## config.mk

```make
export PLATFORM = sky130hd
export DESIGN_NAME = mc_controller
export DESIGN_NICKNAME = d
export VERILOG_FILES = /design/src/rtl/mc_ctrl_pkg.sv /design/src/rtl/mc_cond_logic.sv /design/src/rtl/mc_controller.sv
export SDC_FILE = /design/constraint.sdc
export NUM_CORES = 1
export LEC_CHECK = 0
export CORE_ASPECT_RATIO = 0.8
export CORE_UTILIZATION = 37
export DETAILED_ROUTE_END_ITERATION = 10
export PLACE_DENSITY = 0.8
export SLEW_MARGIN = 10
export SYNTH_ARGS = -nofsm -noshare
export SYNTH_HDL_FRONTEND = slang
export SYNTH_SLANG_ARGS = --single-unit
```

## constraint.sdc

```tcl
create_clock -name clk -period 2 [get_ports clk]
set_clock_uncertainty 0.15 [all_clocks]
set_input_delay 0.4 -clock clk [delete_from_list [all_inputs] [get_ports clk]]
set_output_delay 0.4 -clock clk [all_outputs]
set_load 0.05 [all_outputs]
```

## src/rtl/mc_ctrl_pkg.sv

```systemverilog
// Shared types and encodings for the multicycle ARM-subset control unit.
// Imported by mc_cond_logic and mc_controller.
package mc_ctrl_pkg;

   typedef enum logic [3:0] {
      S_FETCH, S_DECODE, S_MEMADR, S_MEMRD, S_MEMWB,
      S_MEMWR, S_EXECR, S_EXECI, S_ALUWB, S_BRANCH
   } state_t;

   localparam logic [3:0] COND_EQ = 4'b0000, COND_NE = 4'b0001, COND_CS = 4'b0010,
                          COND_CC = 4'b0011, COND_MI = 4'b0100, COND_PL = 4'b0101,
                          COND_VS = 4'b0110, COND_VC = 4'b0111, COND_HI = 4'b1000,
                          COND_LS = 4'b1001, COND_GE = 4'b1010, COND_LT = 4'b1011,
                          COND_GT = 4'b1100, COND_LE = 4'b1101, COND_AL = 4'b1110;

   localparam logic [1:0] ALU_ADD = 2'b00, ALU_SUB = 2'b01, ALU_AND = 2'b10, ALU_ORR = 2'b11;

   localparam logic [3:0] CMD_AND = 4'b0000, CMD_SUB = 4'b0010, CMD_ADD = 4'b0100,
                          CMD_CMP = 4'b1010, CMD_ORR = 4'b1100;

   localparam logic [1:0] RES_ALUOUT = 2'b00, RES_DATA = 2'b01, RES_ALURESULT = 2'b10;
   localparam logic [1:0] SRCB_REG = 2'b00, SRCB_IMM = 2'b01, SRCB_FOUR = 2'b10;
   localparam logic [1:0] IMM_DP = 2'b00, IMM_MEM = 2'b01, IMM_BR = 2'b10;
   localparam logic [1:0] OP_DP = 2'b00, OP_MEM = 2'b01, OP_BR = 2'b10;

endpackage

```

## src/rtl/mc_cond_logic.sv

```systemverilog
// Architectural NZCV register and ARM condition-code evaluator.
// NZ and CV halves are written independently so logical ops keep C and V.
module mc_cond_logic
   import mc_ctrl_pkg::*;
(
   input  logic       clk,
   input  logic       reset,
   input  logic [3:0] Cond,
   input  logic [3:0] ALUFlags,
   input  logic       FlagWNZ,
   input  logic       FlagWCV,
   output logic       CondEx,
   output logic [3:0] Flags
);

   function automatic logic cond_eval(input logic [3:0] c, input logic [3:0] f);
      logic n, z, cy, v, r;
      n  = f[3];
      z  = f[2];
      cy = f[1];
      v  = f[0];
      case (c)
         COND_EQ: r = z;
         COND_NE: r = ~z;
         COND_CS: r = cy;
         COND_CC: r = ~cy;
         COND_MI: r = n;
         COND_PL: r = ~n;
         COND_VS: r = v;
         COND_VC: r = ~v;
         COND_HI: r = cy & ~z;
         COND_LS: r = ~cy | z;
         COND_GE: r = (n == v);
         COND_LT: r = (n != v);
         COND_GT: r = ~z & (n == v);
         COND_LE: r = z | (n != v);
         COND_AL: r = 1'b1;
         default: r = 1'b0;
      endcase
      return r;
   endfunction

   logic [3:0] flags_r;

   // flag register, each half loaded only when its write strobe is set
   always_ff @(posedge clk) begin
      if (reset) begin
         flags_r <= 4'b0000;
      end else begin
         flags_r[3:2] <= FlagWNZ ? ALUFlags[3:2] : flags_r[3:2];
         flags_r[1:0] <= FlagWCV ? ALUFlags[1:0] : flags_r[1:0];
      end
   end

   assign CondEx = cond_eval(Cond, flags_r);
   assign Flags  = flags_r;

endmodule

```

## src/rtl/mc_controller.sv

```systemverilog
// Multicycle control FSM for the ARM-subset core (DP reg/imm, LDR/STR, B).
// Optional MC_PERF_CNT_EN adds CycleCount/InstrCount performance counters.
module mc_controller
   import mc_ctrl_pkg::*;
#(
   parameter int COUNT_W = 32
)(
   input  logic        clk,
   input  logic        reset,
   input  logic [31:0] Instr,
   input  logic [3:0]  ALUFlags,
   input  logic        MemReady,
   output logic        PCWrite,
   output logic        AdrSrc,
   output logic        MemWrite,
   output logic        IRWrite,
   output logic        RegWrite,
   output logic [1:0]  ResultSrc,
   output logic        ALUSrcA,
   output logic [1:0]  ALUSrcB,
   output logic [1:0]  ALUControl,
   output logic [1:0]  ImmSrc,
   output logic [1:0]  RegSrc,
   output logic [3:0]  Flags
`ifdef MC_PERF_CNT_EN
   ,
   output logic [COUNT_W-1:0] CycleCount,
   output logic [COUNT_W-1:0] InstrCount
`endif
);

   state_t     state_r, state_s;
   logic       cond_ex_r, cond_ex_s;
   logic [1:0] dp_alu_s;
   logic       dp_legal_s, dp_cmp_s, dp_arith_s;
   logic       in_exec_s, flag_wnz_s, flag_wcv_s;
   logic       pcw_s, adr_s, mw_s, irw_s, rw_s, asa_s;
   logic [1:0] rs_s, asb_s, alu_s, imm_s, rsrc_s;
   logic       unused_s;

   assign unused_s = ^{Instr[19:16], Instr[11:0]};

   // data-processing cmd decode; CMP is a flag-only subtract
   always_comb begin
      dp_alu_s   = ALU_ADD;
      dp_legal_s = 1'b1;
      dp_cmp_s   = 1'b0;
      dp_arith_s = 1'b1;
      case (Instr[24:21])
         CMD_ADD: dp_alu_s = ALU_ADD;
         CMD_SUB: dp_alu_s = ALU_SUB;
         CMD_CMP: begin dp_alu_s = ALU_SUB; dp_cmp_s = 1'b1; end
         CMD_AND: begin dp_alu_s = ALU_AND; dp_arith_s = 1'b0; end
         CMD_ORR: begin dp_alu_s = ALU_ORR; dp_arith_s = 1'b0; end
         default: begin dp_alu_s = ALU_ADD; dp_legal_s = 1'b0; end
      endcase
   end

   assign in_exec_s  = (state_r == S_EXECR) || (state_r == S_EXECI);
   assign flag_wnz_s = in_exec_s & Instr[20] & cond_ex_r & dp_legal_s;
   assign flag_wcv_s = flag_wnz_s & dp_arith_s;

   mc_cond_logic u_cond (
      .clk      (clk),
      .reset    (reset),
      .Cond     (Instr[31:28]),
      .ALUFlags (ALUFlags),
      .FlagWNZ  (flag_wnz_s),
      .FlagWCV  (flag_wcv_s),
      .CondEx   (cond_ex_s),
      .Flags    (Flags)
   );

   // state register plus condition result captured in DECODE
   always_ff @(posedge clk) begin
      if (reset) begin
         state_r   <= S_FETCH;
         cond_ex_r <= 1'b0;
      end else begin
         state_r   <= state_s;
         cond_ex_r <= (state_r == S_DECODE) ? cond_ex_s : cond_ex_r;
      end
   end

   // next-state and datapath controls
   always_comb begin
      state_s = state_r;
      pcw_s   = 1'b0;
      adr_s   = 1'b0;
      mw_s    = 1'b0;
      irw_s   = 1'b0;
      rw_s    = 1'b0;
      rs_s    = RES_ALUOUT;
      asa_s   = 1'b0;
      asb_s   = SRCB_REG;
      alu_s   = ALU_ADD;
      imm_s   = IMM_DP;
      rsrc_s  = 2'b00;
      case (state_r)
         S_FETCH: begin
            asa_s = 1'b1;
            asb_s = SRCB_FOUR;
            rs_s  = RES_ALURESULT;
            if (MemReady) begin
               irw_s   = 1'b1;
               pcw_s   = 1'b1;
               state_s = S_DECODE;
            end else begin
               state_s = S_FETCH;
            end
         end
         S_DECODE: begin
            asa_s = 1'b1;
            asb_s = SRCB_FOUR;
            case (Instr[27:26])
               OP_DP:   state_s = Instr[25] ? S_EXECI : S_EXECR;
               OP_MEM:  state_s = S_MEMADR;
               OP_BR:   state_s = S_BRANCH;
               default: state_s = S_FETCH;
            endcase
         end
         S_MEMADR: begin
            asb_s   = SRCB_IMM;
            imm_s   = IMM_MEM;
            alu_s   = Instr[23] ? ALU_ADD : ALU_SUB;
            state_s = Instr[20] ? S_MEMRD : S_MEMWR;
         end
         S_MEMRD: begin
            adr_s   = 1'b1;
            state_s = MemReady ? S_MEMWB : S_MEMRD;
         end
         S_MEMWB: begin
            rs_s    = RES_DATA;
            rw_s    = cond_ex_r;
            state_s = S_FETCH;
         end
         S_MEMWR: begin
            adr_s   = 1'b1;
            rsrc_s  = 2'b10;
            mw_s    = cond_ex_r;
            state_s = (MemReady || !cond_ex_r) ? S_FETCH : S_MEMWR;
         end
         S_EXECR, S_EXECI: begin
            asb_s   = (state_r == S_EXECI) ? SRCB_IMM : SRCB_REG;
            alu_s   = dp_alu_s;
            state_s = S_ALUWB;
         end
         S_ALUWB: begin
            rs_s    = RES_ALUOUT;
            rw_s    = cond_ex_r & dp_legal_s & ~dp_cmp_s;
            pcw_s   = rw_s & (Instr[15:12] == 4'b1111);
            state_s = S_FETCH;
         end
         S_BRANCH: begin
            rsrc_s  = 2'b01;
            asb_s   = SRCB_IMM;
            imm_s   = IMM_BR;
            rs_s    = RES_ALURESULT;
            pcw_s   = cond_ex_r;
            state_s = S_FETCH;
         end
         default: state_s = S_FETCH;
      endcase
   end

   assign PCWrite    = pcw_s & ~reset;
   assign IRWrite    = irw_s & ~reset;
   assign RegWrite   = rw_s & ~reset;
   assign MemWrite   = mw_s & ~reset;
   assign AdrSrc     = adr_s;
   assign ResultSrc  = rs_s;
   assign ALUSrcA    = asa_s;
   assign ALUSrcB    = asb_s;
   assign ALUControl = alu_s;
   assign ImmSrc     = imm_s;
   assign RegSrc     = rsrc_s;

`ifdef MC_PERF_CNT_EN
   logic [COUNT_W-1:0] cycle_cnt_r, instr_cnt_r;

   // an instruction retires on every return to FETCH from another state
   always_ff @(posedge clk) begin
      if (reset) begin
         cycle_cnt_r <= {COUNT_W{1'b0}};
         instr_cnt_r <= {COUNT_W{1'b0}};
      end else begin
         cycle_cnt_r <= cycle_cnt_r + COUNT_W'(1'b1);
         instr_cnt_r <= (state_r != S_FETCH && state_s == S_FETCH) ?
                        instr_cnt_r + COUNT_W'(1'b1) : instr_cnt_r;
      end
   end

   assign CycleCount = cycle_cnt_r;
   assign InstrCount = instr_cnt_r;
`else
   localparam logic [31:0] PERF_W_UNUSED = 32'(COUNT_W);
`endif

endmodule

```

* Word-level counts from Yosys, hierarchy flattened
Cells that the tools add are included.
Cells by class: equal/unequal tests 32, multiplexer cells 26, bitwise logic cells 21, reduce and logical (&&, ||, !) cells 15
Operators by type and width (count):
- $eq 4x4->1 const B | 12
- $eq 4x3->1 const B | 9
- $pmux 4 s6 | 1
- $eq 4x2->1 const B | 5
- $pmux 2 s2 | 4
- $pmux 1 s15 | 1
- $reduce_or 2->1 | 7
- $and 1x1->1 | 13
- $logic_not 4->1 | 3
- $mux 1 | 12
- $pmux 2 s3 | 2
- $pmux 4 s3 | 1
- $mux 3 | 3
- $eq 4x1->1 const B | 2
- $not 1->1 | 6
- $reduce_or 5->1 | 1
- $pmux 1 s3 | 1
- $eq 2x1->1 const B | 1
- $eq 2x2->1 const B | 1
- $logic_not 2->1 | 1
- $logic_or 1x1->1 | 2
- $or 1x1->1 | 2
- $pmux 1 s2 | 1
- $eq 1x1->1 | 1
- other kinds (2) | 2
Storage, ports and cells: bits in registers 9, input bits 39

* Longest topological paths before layout
depth in word-level cells 8, gate-level depth with buffers 5, mapped depth without buffers 4

* Modules after synthesis
From an unflattened synthesis, not the netlist that was laid out.
Unflattened totals: cell total of the unflattened synthesis 126, area, all modules 913.4 um^2
Modules (own cells, without submodules):
- mc_controller | instances 1, cells an instance 86, area an instance 575.6 um^2, seq. area each 100.1 um^2
- mc_cond_logic | instances 1, cells an instance 40, area an instance 337.8 um^2, seq. area each 80.1 um^2

* Worst setup path before layout
Ideal clock, no wire load.
path type register -> output, from reg state_r[1], to out RegWrite, arrival 2.697 ns, slack -1.247 ns, cell stages (with the launch flop) 6, buffers on the path 2, cell sequence dfxtp_1 > buf_6 > clkbuf_1 > nor3_1 > a22oi_1 > nor2_1
On the way: longest elaborated chain between the ends 3, elaborated cells between the ends (all ways) 4, those cells by class eq/ne (2); mux (1); bitwise (1)
Ends and longest elaborated chain:
- start: declaration | RTL line mc_controller.sv:32 | state_t state_r, state_s;
- start signal: assignment | RTL line mc_controller.sv:80 | state_r <= state_s;
- $eq 4x4->1 / $eq 4x3->1 (equally long branches) | RTL line mc_controller.sv:99 | case (state_r)
- $pmux 1 s2 * | RTL line mc_controller.sv:99
- $and 1x1->1 * | RTL line mc_controller.sv:168 | assign RegWrite = rw_s & ~reset;
- end: declaration | RTL line mc_controller.sv:17 | output logic RegWrite,
Every way passes the cells marked *; elsewhere a longest branch is shown, timed or not.

* Worst setup path after layout
from reg state_r[2], to out PCWrite
On the way: longest elaborated chain between the ends 3, elaborated cells between the ends (all ways) 5, those cells by class eq/ne (2); mux (1); bitwise (1); reduce/logical (1)
Ends and longest elaborated chain:
- $eq 4x4->1 / $logic_not 4->1 (equally long branches) | RTL line mc_controller.sv:99
- $pmux 1 s3 * | RTL line mc_controller.sv:99
- $and 1x1->1 * | RTL line mc_controller.sv:166 | assign PCWrite = pcw_s & ~reset;
- end: declaration | RTL line mc_controller.sv:13 | output logic PCWrite,
Marks and branches as above.

==> impl.org <==
** Synth
- Of the post-synthesis cell area, the dominant cell type holds between 10% and 20%.
- Post-synthesis cell type with the largest combined area :: dfxtp_1
- Cell types with the largest area share after synthesis :: dfxtp_1, mux2i_1, nor2b_1
- Syn avg cell area :: roughly 7.2 µm²
- Synthesis handed over a netlist of between 100 and 150 instances.
- After synthesis the netlist holds a flip-flop and latch count of 9.
- Summing the sequential cell areas from Yosys gives between 10% and 20% of the chip area.
- Count of flip-flops with a built-in enable after synthesis :: 0
- For this run, the number of Yosys warnings is 0.
- For this run, asynchronously set or reset flops after synthesis account for 0%.
- Number of different library cells in the post-synthesis netlist :: 44
- The number of nets in the synthesized netlist is approximately 170.
- For this run, the leading register cell type out of synthesis is dfxtp_1.
- In this run the cell area of the synthesized design comes to 955 µm².

** Clocking
- In this run the number of H-tree levels came out at 1.
- Clock latency of the later-clocked register in the worst-skew pair :: roughly 0.26 ns
- Buffer type at the clock tree root :: clkbuf_4
- Number of clock buffers inserted by TritonCTS :: 3
- After clock tree synthesis, the clock-pin slew on the worst setup and hold paths is 0.07 ns.
- For this design, the CTS-stage hold fixing added 0 buffers.
- Counting along the longest clock path gives a buffer depth of 2.
- Num Clock Sinks :: 9
- Clock tree from TritonCTS :: yes

** Floorplan
- Die height :: about 47 µm
- Once the floorplan was initialized, standard cells occupied just under 40% of the core.
- In this run the standard cell core region covers around 0.0024 mm².
- Area of the die :: between 0.002 and 0.003 mm²
- Top-level port count :: between 50 and 60
- From left edge to right edge, the die measures about 60 µm.
- In this run the core area contains 16 standard-cell rows.

** Flow run
- Max cap viols :: 0

** Routing
- Ratio of routed vias to standard cells :: ~6
- After detailed routing, the average wire length per cell comes to roughly 21 µm.
- For this run, design rule violations remaining after detail routing come to 0.
- WL final :: between 5 and 6 mm
- Vias post-DR :: around 1.5k
- Count of TritonRoute iterations in the first routing pass :: 4
- Number of design-rule violations left by the first detailed-router iteration :: approximately 130
- Remaining antenna violation count :: 0

** Pwr
- Switching pwr :: 314 µW
- The worst-case IR drop observed on VDD is around 0.38 mV.
- Overall power consumption after layout is estimated at between 700 and 800 µW.
- Share of power burned in combinational logic :: 56.8%
- Power density relative to cell area :: between 300 and 400 mW/mm²
- Sequential cells burn between 20% and 30% of the power.
- The clock network accounts for around 18% of the total power.
- Power Internal :: between 400 and 500 µW
- Switching portion of total power :: approximately two fifths
- Total leakage power :: between 0.0008 and 0.0009 µW

** STA
- Unrepaired setup endpoints after global routing :: true
- Timing-limited maximum frequency :: ~0.43 GHz
- The number of hold-slack violations in the final timing report came to 0.
- Number of max-slew violations in the final report :: 0
- Setup violations remaining at the end of the flow were counted as 15.
- Dividing the final minimum period by the clock period gives 117%.
- Slew headroom :: 73.6%
- Min setup slack post-route :: -0.347 ns
- At the pin with the least slew margin, the transition time is just under 0.4 ns.
- For the finished layout, the period the worst path requires is between 2 and 2.5 ns.
- Setup TNS :: -1.70 ns

** Min path
- Worst hold-check path type :: reg -> reg

** Worst setup path
- STA puts the critical path data arrival time at ~1.8 ns.
- Startpoint Class :: flop
- The critical path is of the reg -> out type.
- Required time of the critical path :: roughly 1.5 ns
- Worst Setup End Kind :: output port
- Worst Path Max Fanout :: 2

** Placed design
- Summed over all nets, the half-perimeter wirelength after detailed placement is about 2.8 mm.
- Placed insts :: ~230
- Post-placement cell area :: 0.00180 mm²
- The count of buffers added on input and output ports is 42.
- Routability-driven placement finished with a final weighted congestion of around 0.88.

** Layout
- The number of antenna diodes in the final layout is 0.
- Once layout is complete, the utilization of the core stands at 88.6%.
- With fillers left out, the area of the finished cells amounts to around 0.0022 mm².
- For this run, the post-layout net count is 253.
- Finished Layout Cells :: 249
- Ratio of cells with drive above 1 in the final layout :: between 50% and 60%
- After filler insertion, the fill cell instance count of the layout stands at ~110.
- Area grow syn2layout :: 127%

** GRT
- Number of global-route vias before repair :: between 1k and 1.5k
- After global routing the overflow that remains totals 0.
- Entering global routing, the biggest net connects 11 pins.
- Antenna violations before repair :: 0
- Tot GR Track Use :: ~30%
- The first global-routing pass estimated about 6.3 mm of wire.

** Run status
- Result of the run :: finished, violations left
- The final reports fail on negative setup slack.
## registers in the layout, summed over array words and instances (netlist names)
| register | count |
|---|---|
| cond_ex_r | 1 |
| state_r | 4 |
| u_cond.Flags | 4 |
## worst max-delay path: stages (launching register included)
cell	delay, ns
dfxtp_2	0.33
nand2b_4	0.16
a2111oi_4	0.34
nand3_2	0.18
a311oi_4	0.35
buf_12	0.18
## cell type report
class                           count  area [µm²]  share of cell area [%]
Multi-Input combinational cell    107         976                    45.1
Timing Repair Buffer               86         898                    41.5
Sequential cell                     9         193                    8.90
Tap cell                           36        45.0                    2.08
Clock buffer                        4        26.3                    1.21
Inverter                            7        26.3                    1.21
## cells in the mapped netlist, types with 2 or more instances
| master | number |
|---|---|
| nor2_1 | 13 |
| nand2_1 | 11 |
| dfxtp_1 | 9 |
| nor2b_1 | 8 |
| inv_1 | 7 |
| nand2b_1 | 7 |
| mux2i_1 | 6 |
| a21oi_1 | 5 |
| clkbuf_1 | 5 |
| nor3_1 | 5 |
| a31oi_1 | 4 |
| nand3_1 | 4 |
| buf_2 | 3 |
| nor4_1 | 3 |
| nor4bb_1 | 3 |
| o21ai_0 | 3 |
| xor2_1 | 3 |
| a2111oi_0 | 2 |
| a22oi_1 | 2 |
| nor4b_1 | 2 |
| o211ai_1 | 2 |
| or4_1 | 2 |
| xnor2_1 | 2 |
## power groups by stage
stage / logic [µW] / registers, µW / clock network [µW]
finish: 452 / 200 / 144
global route: 470 / 200 / 159
CTS: 387 / 198 / 143
detailed placement: 362 / 200 / 0
global placement: 352 / 199 / 0
floorplan: 184 / 193 / 0
## logic make-up after synthesis
family / share of synthesized area, %
simple gates: 40.1
compound gates: 22.7
buf+inv: 7.47
flops: 18.9
mux: 6.29
xor+xnor: 4.59
## per-layer routing
metal,wire [µm],track usage (%)
met1,1930,37.4
met2,2640,55.5
met5,0,0
met4,251,19.0
met3,424,2.16
## through the flow
stage               setup slack [ns]  hold WS [ns]
floorplan                     -0.267         0.389
finish                        -0.347         0.402
detailed placement            -0.707         0.411
global route                  -0.381         0.430
CTS                           -0.274         0.421
global placement              -0.635         0.383
## worst paths after layout
check,start,endpoint,slack (ns),depth (start not counted)
min,u_cond.Flags[1],u_cond.Flags[1],0.40,2
max reg2reg,state_r[2],cond_ex_r,-0.18,8
max,state_r[2],PCWrite,-0.35,5
min reg2reg,u_cond.Flags[1],u_cond.Flags[1],0.40,2
## cells in the final DEF, fill, tap and decap left out, drive strengths merged, types with 4 or more instances in the layout
cell and count:
nand2b 7, mux2i 6, nor3 5, inv 7, nand2 11, clkbuf 6
a21oi 5, buf 66, nor2b 8, clkdlybuf4s50 17, nand3 4, dfxtp 9
a31oi 4, nor2 13
## what timing repair did
item,in CTS,in global routing
endpoints found under the hold margin,0,0
setup endpoints to repair,15,19
resized for setup,39,39
pin swaps,12,15
setup buffers,8,7
Note: power is estimated with default switching activity, not from simulation.
